**src/rtl/maxil_pkg.sv**
```systemverilog
// maxil_pkg: state encoding and AXI response codes shared by the AXI-Lite read master
package maxil_pkg;
  localparam logic [1:0] ST_IDLE = 2'd0;
  localparam logic [1:0] ST_AR = 2'd1;
  localparam logic [1:0] ST_R = 2'd2;
  localparam logic [1:0] ST_RSP = 2'd3;
  localparam logic [1:0] RESP_OKAY = 2'b00;
  localparam logic [1:0] RESP_EXOKAY = 2'b01;
  localparam logic [1:0] RESP_SLVERR = 2'b10;
  localparam logic [1:0] RESP_DECERR = 2'b11;
endpackage

```
**src/rtl/maxil_read_top.sv**
```systemverilog
// maxil_read_top: AXI4-Lite read master, one outstanding read; MAXIL_READ_ALIGN_CHECK_EN rejects unaligned addresses locally
module maxil_read_top
  import maxil_pkg::*;
#(
  parameter int ADDR_W = 32,
  parameter int DATA_W = 32,
  parameter int CNT_W = 16
) (
  input  logic              maxil_read_top_clk,
  input  logic              maxil_read_top_rst,
  input  logic              maxil_read_cmd_valid,
  output logic              maxil_read_cmd_ready,
  input  logic [ADDR_W-1:0] maxil_read_cmd_addr,
  input  logic [2:0]        maxil_read_cmd_prot,
  output logic              maxil_read_arvalid,
  input  logic              maxil_read_arready,
  output logic [ADDR_W-1:0] maxil_read_araddr,
  output logic [2:0]        maxil_read_arprot,
  input  logic              maxil_read_rvalid,
  output logic              maxil_read_rready,
  input  logic [DATA_W-1:0] maxil_read_rdata,
  input  logic [1:0]        maxil_read_rresp,
  output logic              maxil_read_rsp_valid,
  input  logic              maxil_read_rsp_ready,
  output logic [DATA_W-1:0] maxil_read_rsp_data,
  output logic [1:0]        maxil_read_rsp_resp,
  output logic [CNT_W-1:0]  maxil_read_rd_count,
  output logic [CNT_W-1:0]  maxil_read_err_count
);
  logic [1:0] state;
  logic misalign;
  assign maxil_read_cmd_ready = state == ST_IDLE;
  assign maxil_read_arvalid = state == ST_AR;
  assign maxil_read_rready = state == ST_R;
  assign maxil_read_rsp_valid = state == ST_RSP;
`ifdef MAXIL_READ_ALIGN_CHECK_EN
  assign misalign = |(maxil_read_cmd_addr & ADDR_W'(DATA_W / 8 - 1));
`else
  assign misalign = 1'b0;
`endif
  always_ff @(posedge maxil_read_top_clk)
    if (maxil_read_top_rst) begin
      state <= ST_IDLE;
      maxil_read_araddr <= '0;
      maxil_read_arprot <= '0;
      maxil_read_rsp_data <= '0;
      maxil_read_rsp_resp <= '0;
      maxil_read_rd_count <= '0;
      maxil_read_err_count <= '0;
    end else begin
      case (state)
        ST_IDLE:
          if (maxil_read_cmd_valid) begin
            maxil_read_araddr <= maxil_read_cmd_addr;
            maxil_read_arprot <= maxil_read_cmd_prot;
            maxil_read_rsp_data <= '0;
            maxil_read_rsp_resp <= RESP_SLVERR;
            state <= misalign ? ST_RSP : ST_AR;
          end
        ST_AR: if (maxil_read_arready) state <= ST_R;
        ST_R:
          if (maxil_read_rvalid) begin
            maxil_read_rsp_data <= maxil_read_rdata;
            maxil_read_rsp_resp <= maxil_read_rresp;
            state <= ST_RSP;
          end
        default:
          if (maxil_read_rsp_ready) begin
            maxil_read_rd_count <= maxil_read_rd_count + CNT_W'(1);
            maxil_read_err_count <= maxil_read_err_count + CNT_W'(maxil_read_rsp_resp[1]);
            state <= ST_IDLE;
          end
      endcase
    end
endmodule

```
**config.mk**
```make
export PLATFORM = sky130hd
export DESIGN_NAME = maxil_read_top
export DESIGN_NICKNAME = d
export VERILOG_FILES = /design/src/rtl/maxil_pkg.sv /design/src/rtl/maxil_read_top.sv
export SDC_FILE = /design/constraint.sdc
export NUM_CORES = 1
export LEC_CHECK = 0
export BUFFER_PORTS_ARGS = -buffer_cell sky130_fd_sc_hd__buf_2
export CAP_MARGIN = 0
export CORE_MARGIN = 2
export CORE_UTILIZATION = 32
export CTS_CLUSTER_SIZE = 10
export DETAILED_ROUTE_END_ITERATION = 6
export GPL_TIMING_DRIVEN = 0
export PLACE_DENSITY = 0.57
export SYNTH_ARGS = -nofsm -noshare
export SYNTH_HDL_FRONTEND = slang
export SYNTH_SLANG_ARGS = --single-unit
```
**constraint.sdc**
```tcl
create_clock -name maxil_read_top_clk -period 1.65 [get_ports maxil_read_top_clk]
set_clock_uncertainty 0.05 [all_clocks]
set_input_delay 0.165 -clock maxil_read_top_clk [delete_from_list [all_inputs] [get_ports maxil_read_top_clk]]
set_output_delay 0.165 -clock maxil_read_top_clk [all_outputs]
set_load 0.01 [all_outputs]
```
==> results.toml <==
[status]
status = "finished, violations left"
failed_checks = "negative setup slack"

[sta]
setup_ws_ns = -0.03687
finalCriticalPeriod_ns = 1.687
slew-limit-headroom_pct = 56.46
tightestPinTransition_ns = 0.6531
fin_crit_sh_pct = 102.2
setup_viol = 2
tns_ns = -0.06020
rsz0062_at_grt = "yes"
drv_slew = 0
hold_viol = 0
fmax_ghz = 0.5928

[cells_and_area]
final_layout_size_suffix_gt1_share_pct = 40.24
final_cell_mix = "181 x buf_2, 98 x dfxtp_1, 85 x nand2_1"
nets = 750
mostFrequentLayoutCell = "buf_2"
final_cells = 840
layout-area-overhead-vs-synth_pct = 49.54

[power_and_ir_drop]
clkPwrFrac_pct = 33.0
powerDensity_mw_per_mm2 = 1244
ir_worst_vdd_mv = 0.6729
p_sw_share_pct = 30.86
leakage_nw = 2.628
total_power_mw = 7.374
power.switching_mw = 2.276
seqPwrFrac_pct = 39.5
p_int_mw = 5.098
comb_power_share_pct = 27.5

[global_route]
grt-ovfl-total = 0
first_global_vias = 3578
grt_max_degree = 17
grt_pass1_wl_um = 17180
track_usage_pct = 16.49
antenna_found_initial = 1

[clock_network]
cts_tree = "done"
clk_latency_ns = 0.34
clock-sinks = 103
clockBufferDepth = 2
cts_buffers = 9
root_buffer = "clkbuf_16"
htreeDepth = 3
path_clk_slew_ns = 0.07

[floorplanning]
ios = 180
die_h_um = 115.3
core_area_mm2 = 0.01206
die_x_um = 115.3
dieArea_mm2 = 0.01330
row_count = 40
initial_core_util_pct = 32.87

[route]
vias = 3900
viasPerCell = 4.643
drt-total-wl_um = 11290
drtAntennaViolNets = 0
wl_per_cell_um = 13.45
drt_pre_antenna_iters = 4
drc_errors = 0
drtIter0Drc = 151

[synth]
ys_ff_latch = 103
yosysTopAreaCell = "dfxtp_1"
synth_edf_count = 0
syn_area_mm2 = 0.003965
synth_seq_area_share_pct = 52.00
synthArstFlopShare_pct = 0
synth_top_area_share_pct = 52.00
synth_cells = 462
syn_area_per_cell_um2 = 8.582
synth.distinct_cells = 34
ys.flop_type = "dfxtp_1"
synth_area_leaders = "dfxtp_1 52%, nand2_1 8.0%, a22oi_1 6.2%"
syn_nets = 546
ys_warn_count = 0

[hold_path]
worstHoldPathType = "in -> reg"

[setup_path]
path_class = "reg -> reg"
path_cells = "inv_4 -> ha_4 -> or4_1 -> nand4_1 -> mux2i_1 -> nor2_1"
required_ns = 1.82
worstPathArrival_ns = 1.85
end_kind = "flop"
worst_setup_path_start_kind = "flop"
slowest_stage = "or4_1"
crit_fanout = 7
rrSetupSlack_ns = -0.04
max_stage_delay_ns = 0.50

[placement]
post-place-ws_ns = -0.3882
dp.cells = 808
globalplace.congestion = 0.8063
port_buffers = 178
dp_hpwl_um = 8146

[run]
drv_cap = 0
==> logic make-up after synthesis <==
logic type / after synthesis / share of synthesized area, %
multiplexers: 3 / 0.8204
AO/OA/AOI/OAI: 86 / 13.35
flip-flops: 103 / 52.00
buffers and inverters: 41 / 4.449
AND/OR/NAND/NOR: 199 / 21.90
adder cells (fa/ha/maj): 9 / 2.840
XOR/XNOR: 21 / 4.639
==> critical path, delay by kind of cell, from the launching register on <==
kind / cells / cell delay, ns
flops: 1 / 0.40
fa+ha+maj: 1 / 0.18
simple gates: 3 / 0.67
buf+inv: 1 / 0.06
mux: 1 / 0.21
==> synth_stat cells (all sizes together), types with 5 or more instances <==
master / count
clkbuf: 20
xnor2: 16
dfxtp: 103
inv: 12
xor2: 5
nor3: 7
nor2: 63
a21oi: 44
buf: 8
nand4: 11
ha: 9
nor4: 9
nand2: 85
nand3: 10
a22oi: 33
or3: 5
==> cell type report <==
class	instances	area [µm²]
diodes	1	2.502
plain buffers	27	162.7
clock buffers	10	239.0
clock inverters	6	107.6
fillers	1174	6132
inverters	12	50.05
multi-input cells	318	2029
flip-flops and latches	103	2076
well taps	168	210.2
repair buffers	195	1052
==> power by group through the flow <==
stage / clock (mW) / combinational, mW / sequential (mW)
2_1_floorplan: 0 / 0.934 / 3.02
3_3_place_gp: 0 / 1.64 / 2.92
3_5_place_dp: 0 / 1.67 / 2.93
4_1_cts: 2.51 / 1.82 / 2.91
5_1_grt: 2.61 / 2.26 / 2.94
6_report: 2.43 / 2.03 / 2.92
==> metrics by stage <==
stage	instance area (µm²)	hold slack, ns	utilization [%]
after floorplan	3981	0.2510	-
after global placement	5082	0.3588	42.14
after detailed placement	5082	0.3635	42.14
after CTS	5710	0.0002706	47.34
after global routing	5929	0.01074	49.16
final	5929	0.01272	49.16
==> state kept, by name (all words and copies together), names as in the netlist <==
register,cells
maxil_read_rd_count,16
maxil_read_rsp_data,32
maxil_read_araddr,32
maxil_read_rsp_resp,2
maxil_read_err_count,16
state,2
maxil_read_arprot,3
==> routing by layer <==
metal,global-route usage [%],vias to the layer above,share of wire (%)
met3,4.692,17,7.3
li1,-,1972,-
met1,21.21,1772,46
met5,0,-,0.044
met2,25.42,137,45
met4,8.032,2,2.0
==> repair_timing <==
action,4_1_cts,5_1_grt
endpoints found under the setup margin,82,78
endpoints found under the hold margin,12,0
gates resized for setup,37,56
buffers inserted,4,1
hold buffers,12,0
cloned,0,0
pin swaps,4,4
==> path summary, 6_finish.rpt <==
path | from | end | depth (start not counted)
max reg2reg | state[0]$_SDFFE_PP0P_ | state[1]$_SDFFE_PP0P_ | 6
max | state[0]$_SDFFE_PP0P_ | state[1]$_SDFFE_PP0P_ | 6
min | maxil_read_cmd_addr[15] | maxil_read_araddr[15]$_SDFFE_PP0P_ | 3
min reg2reg | maxil_read_araddr[17]$_SDFFE_PP0P_ | maxil_read_araddr[17]$_SDFFE_PP0P_ | 2
Power figures use the tool's default switching activity.
